==> config.mk <==
export PLATFORM = sky130hd
export DESIGN_NAME = cont_bcd_multi
export DESIGN_NICKNAME = d
export VERILOG_FILES = /design/src/rtl/cont_bcd_multi.sv
export SDC_FILE = /design/constraint.sdc
export NUM_CORES = 1
export LEC_CHECK = 0
export BUFFER_PORTS_ARGS = -buffer_cell sky130_fd_sc_hd__buf_2
export CAP_MARGIN = 25
export CORE_MARGIN = 2
export CORE_UTILIZATION = 50
export CTS_BUF_LIST = sky130_fd_sc_hd__clkbuf_4 sky130_fd_sc_hd__clkbuf_8
export CTS_CLUSTER_SIZE = 28
export DETAILED_ROUTE_END_ITERATION = 7
export GPL_ROUTABILITY_DRIVEN = 0
export PLACE_DENSITY = 0.73
export SYNTH_ARGS = -nofsm -noshare
export SYNTH_HDL_FRONTEND = slang
export SYNTH_SLANG_ARGS = --single-unit
==> constraint.sdc <==
create_clock -name clock -period 3.3 [get_ports clock]
set_input_delay 0.99 -clock clock [delete_from_list [all_inputs] [get_ports clock]]
set_output_delay 0.99 -clock clock [all_outputs]
set_load 0.05 [all_outputs]
==> src/rtl/cont_bcd_multi.sv <==
// rtl/cont_bcd_multi.sv - multi-digit BCD up/down counter with prescaler and 7-segment decode
// Optional leading-zero blanking of the segment outputs: define CONT_BCD_ZERO_BLANK_EN.
module cont_bcd_multi #(
  parameter int DIGITS         = 2,
  parameter int DIV_COUNT      = 50000000,
  parameter bit SEG_ACTIVE_LOW = 1'b1
) (
  input  logic                  clock,
  input  logic                  reset,
  input  logic                  enable,
  input  logic                  up_down,
  input  logic                  load,
  input  logic [4*DIGITS-1:0]   load_value,
  output logic [4*DIGITS-1:0]   bcd,
  output logic [7*DIGITS-1:0]   seg,
  output logic                  tick,
  output logic                  wrap
);

  localparam int PW = (DIV_COUNT > 1) ? $clog2(DIV_COUNT) : 1;
  localparam logic [PW-1:0] PRE_TERM = PW'(DIV_COUNT - 1);

  logic [PW-1:0]       presc_q, presc_d;
  logic [4*DIGITS-1:0] bcd_q, bcd_d;
  logic                tick_q, tick_d;
  logic                wrap_q, wrap_d;

  logic [4*DIGITS-1:0] stepped;
  logic [4*DIGITS-1:0] loaded;
  logic                carry;
  logic                terminal;
  logic [6:0]          pat;
`ifdef CONT_BCD_ZERO_BLANK_EN
  logic                all_zero;
`endif

  function automatic logic [6:0] seg_hi(input logic [3:0] d);
    case (d)
      4'd0:    seg_hi = 7'h3F;
      4'd1:    seg_hi = 7'h06;
      4'd2:    seg_hi = 7'h5B;
      4'd3:    seg_hi = 7'h4F;
      4'd4:    seg_hi = 7'h66;
      4'd5:    seg_hi = 7'h6D;
      4'd6:    seg_hi = 7'h7D;
      4'd7:    seg_hi = 7'h07;
      4'd8:    seg_hi = 7'h7F;
      4'd9:    seg_hi = 7'h6F;
      default: seg_hi = 7'h00;
    endcase
  endfunction

  // Ripple carry/borrow: a digit only moves while every lower digit rolled over.
  always_comb begin
    stepped = bcd_q;
    carry   = 1'b1;
    for (int i = 0; i < DIGITS; i++) begin
      if (carry) begin
        if (up_down) begin
          if (bcd_q[4*i +: 4] == 4'd9) begin
            stepped[4*i +: 4] = 4'd0;
          end else begin
            stepped[4*i +: 4] = bcd_q[4*i +: 4] + 4'd1;
            carry = 1'b0;
          end
        end else begin
          if (bcd_q[4*i +: 4] == 4'd0) begin
            stepped[4*i +: 4] = 4'd9;
          end else begin
            stepped[4*i +: 4] = bcd_q[4*i +: 4] - 4'd1;
            carry = 1'b0;
          end
        end
      end
    end
  end

  always_comb begin
    loaded = load_value;
    for (int i = 0; i < DIGITS; i++) begin
      if (load_value[4*i +: 4] > 4'd9) loaded[4*i +: 4] = 4'd9;
    end
  end

  always_comb begin
    terminal = enable && (presc_q == PRE_TERM);
    presc_d  = presc_q;
    bcd_d    = bcd_q;
    tick_d   = 1'b0;
    wrap_d   = 1'b0;
    if (load) begin
      presc_d = '0;
      bcd_d   = loaded;
    end else if (terminal) begin
      presc_d = '0;
      bcd_d   = stepped;
      tick_d  = 1'b1;
      wrap_d  = carry;
    end else if (enable) begin
      presc_d = presc_q + PW'(1);
    end
  end

  always_ff @(posedge clock or posedge reset) begin
    if (reset) begin
      presc_q <= '0;
      bcd_q   <= '0;
      tick_q  <= 1'b0;
      wrap_q  <= 1'b0;
    end else begin
      presc_q <= presc_d;
      bcd_q   <= bcd_d;
      tick_q  <= tick_d;
      wrap_q  <= wrap_d;
    end
  end

  // Walk from the top digit down so blanking knows whether everything above is zero.
  always_comb begin
    seg = '0;
    pat = '0;
`ifdef CONT_BCD_ZERO_BLANK_EN
    all_zero = 1'b1;
`endif
    for (int i = DIGITS - 1; i >= 0; i--) begin
      pat = seg_hi(bcd_q[4*i +: 4]);
`ifdef CONT_BCD_ZERO_BLANK_EN
      all_zero = all_zero && (bcd_q[4*i +: 4] == 4'd0);
      if (i >= 1 && all_zero) pat = 7'h00;
`endif
      seg[7*i +: 7] = SEG_ACTIVE_LOW ? ~pat : pat;
    end
  end

  assign bcd  = bcd_q;
  assign tick = tick_q;
  assign wrap = wrap_q;

endmodule

==> flow_metrics.tcl, run 1 <==
set metrics [dict create \
    die_area_mm2 0.00559 \
    drt_iter0_markers 133 \
    fin_ws_ns 0.289 \
    yosys_warnings 0 \
    cts_setup_buffers 0 \
    worst_ep_arrival_time_ns 2.02 \
    die_h_um 74.8 \
    regArea_um2 901 \
    grt_pass1_vias 1886 \
    row_count 25 \
    status "finished clean" \
    synth.net_count 333 \
    grt-ovfl-total 0 \
    muxShareOfSynthArea_pct 2.95 \
    syn_area_per_cell_um2 8.16 \
    final-max-slew-violation-count 0 \
    io_pins 37 \
    finalHoldViolCount 0 \
    final_util_pct 59.7 \
    dr_wl_met2_um 2390 \
    clk_latency_ns 0.29 \
    synthAdderAreaFrac_pct 6.49 \
    synthArstFlopShare_pct 100 \
    multi_input_area_mm2 0.00150 \
    stdcell_count 411 \
    worst_pin_slew_ns 0.749 \
    clkTransAtPathRegs_ns 0.07 \
    final_cell_area_mm2 0.00286 \
    synth_area_leaders "dfrtp_1 (36%), nor2_1 (6.9%), ha_1 (6.5%)" \
    synth_xor_area_share_pct 7.69 \
    fp.dieW_um 74.8 \
    setup_violations 0 \
    antenna_cells 0 \
    fin_worst_hold_slack_ns 0.561 \
    synth_cells 307 \
    fin_skew_ns 0.00685 \
    wl_met3_um 216 \
    yosys.area_share.simple_pct 26.6 \
    synth_top_family_by_area "simple AND/OR/NAND/NOR gates" \
    synth_most_common_cell "nor2_1" \
    port-buffer-count 36 \
    synth.largest_area_cell "dfrtp_1" \
    total_power_mw 1.26 \
    synth-edff-count 0 \
    antenna_found_initial 0 \
    vias 2297 \
    cts_tree "done" \
    cts_repair_resize_count 0 \
    place_area_mm2 0.00276 \
    h-tree-depth 2 \
    clock_sinks 36 \
    synth.cells.most_frequent "nor2_1 (46), dfrtp_1 (36), nand2_1 (29)" \
    rsz0062_at_grt "no" \
    start_util_pct 52.3 \
    core_area_mm2 0.00479 \
    wire_per_inst_um 12.8 \
    clockRootBuffer "clkbuf_8" \
    fillCellCount 422 \
    tns_ns 0 \
    globalRouteTotalUtil_pct 19.6 \
    timing.final.crit_period_ns 3.01 \
    synth_compound_area_share_pct 16.1 \
    slew_headroom_pct 49.9 \
    crit_fanout 9 \
    area_growth_pct 14.1 \
    hold_buffers 0 \
    synth_seq_cells 36 \
    path_class "register to primary output" \
    fmax_ghz 0.332 \
    drt_wl_total_um 5260 \
    final_antenna_net_count 0 \
    clock_path_buffers 2 \
    yosys.area.top_type_share_pct 36.0 \
    wl_met1_um 2620 \
    grt_max_degree 24 \
    startpoint_type "register" \
    netlist_area_mm2 0.00250 \
    dp_hpwl_um 3790 \
    drt_pass1_iterations 4 \
    grt_pass1_wl_um 8690 \
    powerDensity_mw_per_mm2 439 \
    synthFlopType "dfrtp_1" \
    ir_worst_vdd_mv 0.283 \
    drive_gt1_share_pct 16.3 \
    top_layer_used "met4" \
    dpl_worst_slack_ns 0.564 \
    numCtsBuffers 5 \
    synth-seq-area-share_pct 36.0 \
    required_ns 2.31 \
    hold_class "register to register" \
    drt-vias-per-instance 5.59 \
    crit_path_end_kind "primary output" \
    nNetsFinal 369 \
    yosysUniqueCellTypes 45 \
    p_leak_nw 1.28 \
    drc_errors 0 \
    placedCellCount 403 \
    fin_crit_sh_pct 91.2 \
    cap_viol_max_count 0 \
]
==> cells by family (layout without fill, tap and decap cells) <==
group	Yosys count	count (layout)
XOR/XNOR	22	22
AO/OA/AOI/OAI	65	65
flip-flops	36	36
adder cells (fa/ha/maj)	13	13
buffers and inverters	28	65
AND/OR/NAND/NOR	136	136
multiplexers	7	7
==> registers in the layout, summed over array words and instances (netlist names) <==
register / cells
presc_q: 26
bcd: 8
wrap: 1
tick: 1
==> critical path, cell delays in order, from the launching register on <==
cell and delay [ns]:
dfrtp_1 0.51, inv_1 0.19, ha_1 0.29, or2_2 0.33
a21oi_1 0.13, nor2_1 0.05, buf_2 0.22
==> layout make-up <==
type | instances | area share, %
Timing Repair Buffer | 41 | 7.61
Tap cell | 67 | 2.93
Multi-Input combinational cell | 243 | 52.4
Sequential cell | 36 | 31.5
Clock buffer | 8 | 3.41
Inverter | 16 | 2.10
==> routing by layer <==
metal | global-route usage (%) | vias up
li1 | - | 1147
met1 | 30.2 | 1101
met2 | 28.5 | 44
met3 | 4.95 | 5
met4 | 2.98 | 0
met5 | 0 | -
==> path summary, 6_finish.rpt <==
| path | from | to | slack (ns) | depth (start not counted) |
|---|---|---|---|---|
| min in group asynchronous | reset | presc_q[5] | 0.81 | 2 |
| max in group asynchronous | reset | presc_q[25] | 1.87 | 3 |
| worst max-delay path | bcd[1] | seg[3] | 0.29 | 6 |
| worst min register to register | presc_q[23] | presc_q[23] | 0.56 | 2 |
| worst max register to register | bcd[1] | bcd[7] | 0.77 | 7 |
| worst min-delay path | presc_q[23] | presc_q[23] | 0.56 | 2 |
==> cells in the final DEF (no fill, tap or decap), types with 3 or more instances in the layout <==
master / synthesis / routed
o21a_1: 3 / 3
nand2b_1: 9 / 9
a21oi_1: 21 / 21
or4_1: 3 / 3
nor2b_1: 5 / 5
ha_1: 13 / 13
nand3_1: 9 / 9
nand4_1: 7 / 7
and3_1: 3 / 3
buf_2: 0 / 36
nand2_1: 29 / 29
xnor2_1: 17 / 17
o21ai_0: 16 / 16
nor4_1: 4 / 4
clkbuf_8: 0 / 6
mux2i_1: 4 / 4
a31oi_1: 5 / 5
a211oi_1: 4 / 4
dfrtp_1: 36 / 36
nor2_1: 46 / 46
xor2_1: 5 / 5
nor3_1: 11 / 11
inv_1: 16 / 16
buf_4: 0 / 5
==> power breakdown <==
group / internal (mW) / leakage (nW) / switching [mW]
logic: 0.118 / 0.740 / 0.308
clock network: 0.187 / 0.0523 / 0.150
registers: 0.454 / 0.488 / 0.0391
total: 0.758 / 1.28 / 0.497
No activity file was read; power rests on OpenSTA's default activity.
==> run 2: changes to the inputs <==
--- a/config.mk
+++ b/config.mk
@@ -5,6 +5,7 @@
 export SDC_FILE = /design/constraint.sdc
 export NUM_CORES = 1
 export LEC_CHECK = 0
+export ABC_AREA = 1
 export BUFFER_PORTS_ARGS = -buffer_cell sky130_fd_sc_hd__buf_2
 export CAP_MARGIN = 25
 export CORE_MARGIN = 2
@@ -14,6 +15,7 @@
 export DETAILED_ROUTE_END_ITERATION = 7
 export GPL_ROUTABILITY_DRIVEN = 0
 export PLACE_DENSITY = 0.73
+export RECOVER_POWER = 50
 export SYNTH_ARGS = -nofsm -noshare
 export SYNTH_HDL_FRONTEND = slang
 export SYNTH_SLANG_ARGS = --single-unit
==> run 2 against run 1 <==
Against the previous run:
- worst hold slack worse by 0.056 ns
- the flow now finishes with violations (capacitance limit, slew limit)
- largest power group is now combinational logic
- worst setup slack better by 0.15 ns
- largest cell class unchanged
- cell count up 26%
- total power grew 8.8%
- critical path depth stayed put
- utilization shrank 1.3 points
- critical endpoint is now seg[12]
==> flow_metrics.tcl, run 2 <==
set metrics [dict create \
    slew_headroom_pct -30.5 \
    worst_ep_arrival_time_ns 1.87 \
    wire_per_inst_um 11.9 \
    grt-ovfl-total 0 \
    cts_tree "done" \
    hold_class "register to register" \
    clkTransAtPathRegs_ns 0.07 \
    path_class "register to primary output" \
    row_count 26 \
    finalHoldViolCount 0 \
    syn_area_per_cell_um2 6.64 \
    synth_cells 410 \
    drt-vias-per-instance 5.05 \
    largest-register "presc_q" \
    yosys_warnings 0 \
    powerDensity_mw_per_mm2 452 \
    layout_commonest_cell "nand2_1" \
    synth_most_common_cell "nand2_1" \
    synth_seq_cells 36 \
    synth-seq-area-share_pct 33.1 \
    yosys.area.top_type_share_pct 33.1 \
    crit_fanout 7 \
    clockRootBuffer "clkbuf_8" \
    synth.net_count 436 \
    startpoint_type "register" \
    yosysUniqueCellTypes 29 \
    fin_crit_sh_pct 86.7 \
    synthAdderAreaFrac_pct 5.98 \
    core_area_mm2 0.00517 \
    area_growth_pct 11.0 \
    violations "capacitance limit, slew limit" \
    synthArstFlopShare_pct 100 \
    drc_errors 0 \
    cts_repair_resize_count 0 \
    dpl_worst_slack_ns 0.769 \
    grt_max_degree 37 \
    synth_top_family_by_area "simple AND/OR/NAND/NOR gates" \
    io_pins 37 \
    fp.dieW_um 77.8 \
    clock_path_buffers 2 \
    vias 2608 \
    port-buffer-count 36 \
    required_ns 2.31 \
    drt_pass1_iterations 4 \
    min_path_cells 2 \
    hold_buffers 0 \
    muxShareOfSynthArea_pct 0.368 \
    status "finished, violations left" \
    die_h_um 77.8 \
    final_antenna_net_count 0 \
    rsz0062_at_grt "no" \
    p_leak_nw 1.56 \
    synth-edff-count 0 \
    clk_latency_ns 0.29 \
    h-tree-depth 2 \
    fin_ws_ns 0.438 \
    netlist_area_mm2 0.00272 \
    antenna_found_initial 0 \
    fmax_ghz 0.349 \
    fin_skew_ns 0.00616 \
    drive_gt1_share_pct 13.2 \
    synth_compound_area_share_pct 7.03 \
    drt_iter0_markers 117 \
    dp_hpwl_um 4640 \
    tns_ns 0 \
    grt_pass1_vias 2439 \
    die_area_mm2 0.00605 \
    crit_path_end_kind "primary output" \
    largest_reg_flops 26 \
    cts_setup_buffers 0 \
    ir_worst_vdd_mv 0.292 \
    numCtsBuffers 5 \
    globalRouteTotalUtil_pct 22.1 \
    nNetsFinal 471 \
    ff2ff_path_depth 10 \
    drt_wl_total_um 6140 \
    timing.final.crit_period_ns 2.86 \
    mostFrequentLayoutCells "nand2_1 (112), nor2_1 (66), inv_1 (49), nand3_1 (40), dfrtp_1 (36)" \
    synth_area_leaders "dfrtp_1 (33%), nand2_1 (15%), nor2_1 (9.1%)" \
    setup_violations 0 \
    yosys.area_share.simple_pct 41.1 \
    synth_xor_area_share_pct 2.90 \
    clock_sinks 36 \
    worst_pin_slew_ns 1.96 \
    start_util_pct 52.6 \
    synth.cells.most_frequent "nand2_1 (110), nor2_1 (66), inv_1 (49)" \
    antenna_cells 0 \
    cap_viol_max_count 1 \
    final_util_pct 58.4 \
    grt_pass1_wl_um 10900 \
    total_power_mw 1.37 \
    synth.largest_area_cell "dfrtp_1" \
    synthFlopType "dfrtp_1" \
    final-max-slew-violation-count 37 \
]
[run 2: worst max-delay path, stage by stage (launching register included)]
cell and delay (ns):
dfrtp_1 0.47, inv_1 0.18, ha_1 0.29, a21oi_1 0.21, o21ai_0 0.12, nand2_1 0.06
buf_2 0.26
[run 2: worst paths after layout]
path,startpoint,endpoint,slack [ns]
max reg2reg,presc_q[0],presc_q[21],1.09
min,presc_q[16],presc_q[16],0.51
min reg2reg,presc_q[16],presc_q[16],0.51
max,bcd[5],seg[12],0.44
min in group asynchronous,reset,presc_q[13],1.39
max in group asynchronous,reset,presc_q[8],0.78
[run 2: cell families (layout without fill, tap and decap cells)]
group	Yosys count	after routing
AND/OR/NAND/NOR	252	252
flip-flops	36	36
multiplexers	1	1
XOR/XNOR	9	9
AO/OA/AOI/OAI	37	37
buffers and inverters	62	98
adder cells (fa/ha/maj)	13	13
[run 2: report_power, final]
part | leakage (nW) | internal, mW | total (mW) | switching (mW)
sequential | 0.489 | 0.457 | 0.497 | 0.0396
clock | 0.0523 | 0.187 | 0.341 | 0.154
combinational | 1.01 | 0.131 | 0.529 | 0.398
total | 1.56 | 0.775 | 1.37 | 0.592
[run 2: final cells by class]
type / instances / area (um2)
timing repair buffer: 37 / 180
inverter: 53 / 199
fill: 533 / 2150
sequential: 36 / 901
multi-input combinational: 312 / 1560
clock buffer: 8 / 97.6
tap: 70 / 87.6
[run 2: through the flow]
step,hold WS [ns],cell area (um2),cells
finish,0.505,3020,516
global route,0.542,3020,516
detailed placement,0.496,2940,508
floorplan,0.462,2720,410
CTS,0.512,3030,516
global placement,0.492,2940,508
[run 2: per-layer routing]
layer,up-vias,share of wire [%],GRT usage [%]
met5,-,0,0
met4,0,0.80,6.07
met3,5,4.4,4.07
met2,52,47,38.6
met1,1182,47,27.8
li1,1369,-,-
